[src/rtl/firebird7_in_gate2_tessent_sol_monitor_ctrl.sv]
// firebird7_in_gate2_tessent_sol_monitor_ctrl: gate2 SOL toggle monitor feeding the status TDR.
// Define FIREBIRD7_SOL_MON_AUTO_RESTART_EN for back-to-back windows while mon_enable is held.
module firebird7_in_gate2_tessent_sol_monitor_ctrl #(
    parameter int CNT_WIDTH   = 15,
    parameter int WIN_WIDTH   = 16,
    parameter int SYNC_STAGES = 2
) (
    input  logic                 ijtag_tck,
    input  logic                 ijtag_reset,
    input  logic                 sol_in,
    input  logic                 mon_enable,
    input  logic                 mon_clear,
    input  logic [WIN_WIDTH-1:0] mon_window,
    input  logic                 status_capture,
    output logic                 sol_out,
    output logic                 sol_tog_status,
    output logic [CNT_WIDTH-1:0] sol_cnt_status,
    output logic                 mon_busy,
    output logic                 mon_done
);
    typedef enum logic [1:0] {IDLE, ARM, COUNT, DONE} state_t;
    state_t                 state, state_nx;
    logic [SYNC_STAGES-1:0] sync_q;
    logic                   sol_d;
    logic                   inc;
    logic                   pending;
    logic [WIN_WIDTH-1:0]   win_cnt;
    logic [CNT_WIDTH-1:0]   live_cnt, live_nx, pend_cnt;
    assign sol_out = sync_q[SYNC_STAGES-1];
    assign inc     = (sol_out ^ sol_d) && !(&live_cnt);
    assign live_nx = live_cnt + CNT_WIDTH'(inc);
    always_comb begin
        state_nx = state;
        unique case (state)
            IDLE:  state_nx = mon_enable ? ARM : IDLE;
            ARM:   state_nx = mon_enable ? COUNT : IDLE;
            COUNT: state_nx = !mon_enable ? IDLE : (win_cnt == '0) ? DONE : COUNT;
`ifdef FIREBIRD7_SOL_MON_AUTO_RESTART_EN
            DONE:  state_nx = mon_enable ? ARM : IDLE;
`else
            DONE:  state_nx = mon_enable ? DONE : IDLE;
`endif
            default: state_nx = IDLE;
        endcase
        if (mon_clear) state_nx = IDLE;
    end
    always_ff @(posedge ijtag_tck) begin
        if (ijtag_reset) begin
            state          <= IDLE;
            sync_q         <= '0;
            sol_d          <= 1'b0;
            win_cnt        <= '0;
            live_cnt       <= '0;
            pend_cnt       <= '0;
            pending        <= 1'b0;
            sol_cnt_status <= '0;
            sol_tog_status <= 1'b0;
            mon_busy       <= 1'b0;
            mon_done       <= 1'b0;
        end else begin
            sync_q   <= {sync_q[SYNC_STAGES-2:0], sol_in};
            sol_d    <= sol_out;
            state    <= state_nx;
            mon_busy <= (state_nx == ARM) || (state_nx == COUNT);
            mon_done <= (state_nx == DONE);
            if (mon_clear) begin
                live_cnt       <= '0;
                pend_cnt       <= '0;
                pending        <= 1'b0;
                sol_cnt_status <= '0;
                sol_tog_status <= 1'b0;
            end else begin
                if (state == ARM) begin
                    live_cnt <= '0;
                    win_cnt  <= mon_window;
                end
                if (state == COUNT) begin
                    live_cnt <= live_nx;
                    win_cnt  <= win_cnt - WIN_WIDTH'(1);
                end
                // Snapshot the final count so a deferred publish survives the next ARM.
                if (state == COUNT && state_nx == DONE) begin
                    pending  <= 1'b1;
                    pend_cnt <= live_nx;
                end else if (pending && !status_capture) begin
                    pending        <= 1'b0;
                    sol_cnt_status <= pend_cnt;
                    sol_tog_status <= (pend_cnt != '0);
                end
            end
        end
    end
endmodule
[config.mk]
export PLATFORM = sky130hd
export DESIGN_NAME = firebird7_in_gate2_tessent_sol_monitor_ctrl
export DESIGN_NICKNAME = d
export VERILOG_FILES = /design/src/rtl/firebird7_in_gate2_tessent_sol_monitor_ctrl.sv
export SDC_FILE = /design/constraint.sdc
export NUM_CORES = 1
export LEC_CHECK = 0
export CAP_MARGIN = 15
export CORE_MARGIN = 10
export CORE_UTILIZATION = 30
export CTS_CLUSTER_DIAMETER = 100
export DETAILED_ROUTE_END_ITERATION = 8
export RECOVER_POWER = 25
export SLEW_MARGIN = 30
export SYNTH_ARGS = -nofsm -noshare
export SYNTH_HDL_FRONTEND = slang
export SYNTH_SLANG_ARGS = --single-unit
[constraint.sdc]
create_clock -name ijtag_tck -period 5.1 [get_ports ijtag_tck]
set_clock_uncertainty 0.15 [all_clocks]
set_input_delay 0.51 -clock ijtag_tck [delete_from_list [all_inputs] [get_ports ijtag_tck]]
set_output_delay 0.51 -clock ijtag_tck [all_outputs]
set_load 0.01 [all_outputs]
==> flow_summary.ini <==
[placed_design]
dp.cells = 580
port_buffers = 40
dp_hpwl_mm = 5.92
place.gp.congestion = 0.866

[clock_network]
root_buffer = clkbuf_16
ctsHoldBuffers = 0
cts_buffer_depth = 2
cts_tree = done
cts_setup_buffers = 0
h-tree-depth = 3
numClockSinks = 70
cts_resized = 0
clk_latency_ns = 0.33
cts.clk_slew.worst_paths_ns = 0.06
numCtsBuffers = 9

[worst_setup_path]
arrival_ns = 3.52
worstPathMaxFanout = 29
path_class = flop to flop
regToRegSetupSlack_ns = 1.65
endpoint_kind = flop
worstSetupStartpointType = flop
cp.required_ns = 5.17

[cells_and_area]
seq_area_um2 = 1400
syn2layout_area_growth_pct = 24.0
nets = 483
drive_gt1_frac = 0.0548
antennaDiodeCount = 0
fillers = 1130
fin_cells = 596
multi_input_area_um2 = 1840

[yosys]
yosys_warnings = 0
synthCells = 426
synth-seq-cells = 70
async_flop_share = 0
synthesis.nets = 458
synth_edf_count = 0
syn_area_um2 = 3410
seq_area_frac_synth = 0.411
yosys_most_used_dff = dfxtp_1
ys_types = 46
syn_area_per_cell_um2 = 7.99

[floorplan]
coreArea_um2 = 11000
num_rows = 38
io_pins = 41
die_area_um2 = 16000
die_w_um = 127
initial_utilization = 0.310
die_h_um = 127

[timing]
finalSetupViolCount = 0
worst_slew_pin_slew_ns = 1.15
period_share = 0.677
setup_tns_ns = 0
slew_headroom = 0.231
max_freq_mhz = 290
fin_crit_ns = 3.45
hold_viol_final = 0
rsz0062_at_grt = false
finalMaxSlewViolations = 0

[power]
total_power_mw = 1.30
ir_drop_v = 0.000188
powerDensity_nw_per_um2 = 308
p_leak_nw = 1.42

[drt]
viasPerCell = 5.27
drcViolationCount = 0
post_drt_wl_per_cell_um = 14.2
num_vias = 3140
drtIter0Drc = 180
drtAntennaViolNets = 0
wl_mm = 8.46
dr.pass1.iters = 4

[global_route]
grt-ovfl-total = 0
grt_use_total = 0.106
antenna_found_initial = 0
grt_pass1_wl_mm = 14.6
grt_pass1_vias = 2989
grt_max_degree = 36

[hold_path]
hp-class = flop to flop

[run_status]
outcome = finished clean

[run]
drv_cap = 0
stage by stage:
step	hold slack (ns)	worst slack, ns	util	area, um^2
3_5_place_dp	0.275	1.69	0.355	3900
2_1_floorplan	0.264	2.41	-	3410
5_1_grt	0.317	1.18	0.384	4220
3_3_place_gp	0.266	1.77	0.355	3900
6_report	0.285	1.65	0.384	4220
4_1_cts	0.289	1.68	0.385	4230
logic make-up (layout without fill, tap and decap cells):
| logic type | after synthesis | count (layout) | synth area share |
|---|---|---|---|
| fa+ha+maj | 10 | 10 | 0.0367 |
| compound gates | 117 | 117 | 0.212 |
| simple gates | 170 | 170 | 0.247 |
| buf+inv | 42 | 72 | 0.0478 |
| xor+xnor | 14 | 14 | 0.0360 |
| mux | 3 | 3 | 0.00918 |
| flops | 70 | 70 | 0.411 |
cell usage after synthesis, types with 5 or more instances:
| library cell | n | area share |
|---|---|---|
| nor2_1 | 17 | 0.019 |
| inv_1 | 10 | 0.011 |
| o21ai_0 | 20 | 0.029 |
| or3_1 | 6 | 0.011 |
| nand2_1 | 60 | 0.066 |
| clkbuf_1 | 23 | 0.025 |
| o32ai_1 | 6 | 0.015 |
| nor4_1 | 13 | 0.024 |
| a21oi_1 | 48 | 0.071 |
| nand4_1 | 9 | 0.017 |
| buf_1 | 5 | 0.0055 |
| a211oi_1 | 9 | 0.020 |
| dfxtp_1 | 70 | 0.41 |
| nor2b_1 | 11 | 0.020 |
| o31ai_1 | 5 | 0.011 |
| a31oi_1 | 8 | 0.015 |
| nand3_1 | 14 | 0.021 |
| nor3_1 | 20 | 0.029 |
| ha_1 | 10 | 0.037 |
| xor2_1 | 6 | 0.015 |
| a32oi_1 | 9 | 0.023 |
| xnor2_1 | 8 | 0.021 |
critical path, cell delays in order, from the launching register on:
cell and delay (ns):
dfxtp_1 0.37, nor4_1 0.70, nor4b_1 0.40, a311oi_1 0.17, nor2_1 0.14, ha_1 0.21
and2_1 0.67, nor3b_1 0.11, buf_4 0.22, o21ai_0 0.15, nor2_1 0.05
registers in the layout (all words and copies together), names as in the netlist:
name,cells
live_cnt,15
mon_busy,1
mon_done,1
pend_cnt,15
pending,1
sol_cnt_status,15
sol_d,1
sol_tog_status,1
state,2
sync_q,2
win_cnt,16
worst paths after layout:
| kind | end | depth (start not counted) | from |
|---|---|---|---|
| max | sol_tog_status | 10 | win_cnt[10] |
| min | sync_q[1] | 1 | sync_q[0] |
| max reg2reg | sol_tog_status | 10 | win_cnt[10] |
| min reg2reg | sync_q[1] | 1 | sync_q[0] |
where the power goes:
| part | internal (mW) | switching [mW] |
|---|---|---|
| registers | 0.552 | 0.00402 |
| clock network | 0.429 | 0.240 |
| logic | 0.0326 | 0.0404 |
| total | 1.01 | 0.285 |
layout make-up:
type | count | area share
multi-input cells | 314 | 0.436
flip-flops and latches | 70 | 0.332
repair buffers | 46 | 0.105
clock buffers | 9 | 0.0533
well taps | 140 | 0.0415
clock inverters | 7 | 0.0234
inverters | 10 | 0.00889
placed cells by master (no fill, tap or decap), drive strengths merged, types with 3 or more instances in the layout:
cell	n
nand4	9
nand3	14
a21oi	48
o32ai	6
nand2	60
inv	10
or3	6
or4	4
a31oi	8
nor4	13
clkbuf	10
nand2b	4
xor2	6
ha	10
buf	5
nor2	17
clkdlybuf4s50	21
a211oi	9
xnor2	8
nor2b	11
or2	3
dlygate4sd3	19
o31ai	5
dfxtp	70
o21ai	20
nor3	20
a32oi	9
clkinv	4
and2	3
layer usage:
layer / global-route usage / vias to the layer above / part of all wire
met5: 0 / - / 0
met4: 0.0261 / 0 / 0.0086
met3: 0.0392 / 7 / 0.060
met2: 0.170 / 65 / 0.45
met1: 0.132 / 1467 / 0.48
li1: - / 1601 / -
(Power assumes the default switching activity.)
==> variant (same flow settings) <==
Add a define of `FIREBIRD7_SOL_MON_AUTO_RESTART_EN`.
--- a/src/rtl/firebird7_in_gate2_tessent_sol_monitor_ctrl.sv
+++ b/src/rtl/firebird7_in_gate2_tessent_sol_monitor_ctrl.sv
@@ -1,5 +1,7 @@
 // firebird7_in_gate2_tessent_sol_monitor_ctrl: gate2 SOL toggle monitor feeding the status TDR.
 // Define FIREBIRD7_SOL_MON_AUTO_RESTART_EN for back-to-back windows while mon_enable is held.
+`define FIREBIRD7_SOL_MON_AUTO_RESTART_EN
+
 module firebird7_in_gate2_tessent_sol_monitor_ctrl #(
     parameter int CNT_WIDTH   = 15,
     parameter int WIN_WIDTH   = 16,
Function: changed (Yosys sat finds a counterexample within 10 cycles, from zero or initial values and one cycle with ijtag_reset high).
==> variant against the unedited design <==
  * Setup slack better by 0.069 ns
  * Total power is 3.2% higher
  * Area after synthesis is 1.2% higher
  * Routed wire length is 0.12% lower
  * Global-route usage is 0.29 points lower
  * Sequential cell count stayed put
  * Maximum frequency is 2.0% higher
  * Final area is 1.2% higher
==> variant: results (changes against the unedited design) <==
run status finished, final reports clean; GPL Wtd Cong 0.851 (-1.8%); CP peak stage delay 0.91 ns (+0.21 ns); HPWL Detailed 5800 um (-2.0%); vias in the first global route 2947 (-1.4%); largest net degree at the start of global routing 44 (+22%); routed vias 3101 (-1.2%); r2r startpoint state[0]; crit path from ijtag_reset; routed wire length per instance 14.0 um (-1.1%); final net count 484 (+0.21%); Crit path arrival time 3.46 ns (-0.06 ns); most frequent cells after synthesis 70 x dfxtp_1, 65 x nand2_1, 44 x a21oi_1; critical path's top delay family buffers and inverters; CTS Buf Count 9 (unchanged); max_slew headroom 17.4% (-5.7 points); Worst Path Max Fanout 37 (+28%); Worst R2R Path Depth 11 (+1); FF-to-FF setup slack 2.01 ns (+0.36 ns); Lkg Pwr 1.48 nW (+4.6%); drt first-iter violations 188 (+4.4%); first-pass GRT wire length 14300 um (-1.6%); register area share after synthesis 40.7% (-0.49 points); share of cells above drive strength 1 7.41% (+1.9 points); gr usage total 10.3% (-0.29 points); GR Util met1 13.4% (+0.24 points); Reg2Reg Capture Point sol_cnt_status[10]
variant: final cells by class:
class / count / area share, %
multi-input cells: 320 / 44.3
flip-flops and latches: 70 / 32.8
repair buffers: 45 / 10.3
clock buffers: 9 / 5.27
well taps: 143 / 4.19
clock inverters: 7 / 2.46
inverters: 8 / 0.703
variant: worst min path at each step:
stage | from | end
2_1_floorplan | sync_q[0] | sync_q[1]
3_3_place_gp | sync_q[0] | sync_q[1]
3_5_place_dp | sync_q[0] | sync_q[1]
4_1_cts | sync_q[0] | sync_q[1]
5_1_grt | sync_q[0] | sync_q[1]
6_report | sync_q[0] | sync_q[1]
variant: cells by family after synthesis:
family / count (synthesis) / share of synthesized area, %
xor+xnor: 13 / 3.30
fa+ha+maj: 8 / 2.90
flops: 70 / 40.7
compound gates: 114 / 21.4
buf+inv: 38 / 4.54
mux: 3 / 0.907
simple gates: 182 / 26.3
variant: metrics by stage:
stage	std cells	hold WS, ns	worst slack [ns]	utilization (%)	instance area [um^2]
3_3_place_gp	585	0.268	1.74	34.7	3930
5_1_grt	602	0.317	1.51	37.7	4270
4_1_cts	601	0.289	1.78	37.6	4260
6_report	602	0.286	1.72	37.7	4270
3_5_place_dp	585	0.275	1.78	34.7	3930
2_1_floorplan	428	0.264	2.39	-	3450
variant: power breakdown:
part / internal (W) / switching [W] / total [W]
clock: 0.000436 / 0.000261 / 0.000697
sequential: 0.000552 / 0.00000539 / 0.000558
combinational: 0.0000392 / 0.0000467 / 0.0000859
total: 0.00103 / 0.000313 / 0.00134
variant: per-layer routing:
layer | wire (um) | vias to the layer above
met5 | 0 | -
met4 | 69 | 0
met3 | 574 | 9
met2 | 3720 | 79
met1 | 4090 | 1419
li1 | - | 1594
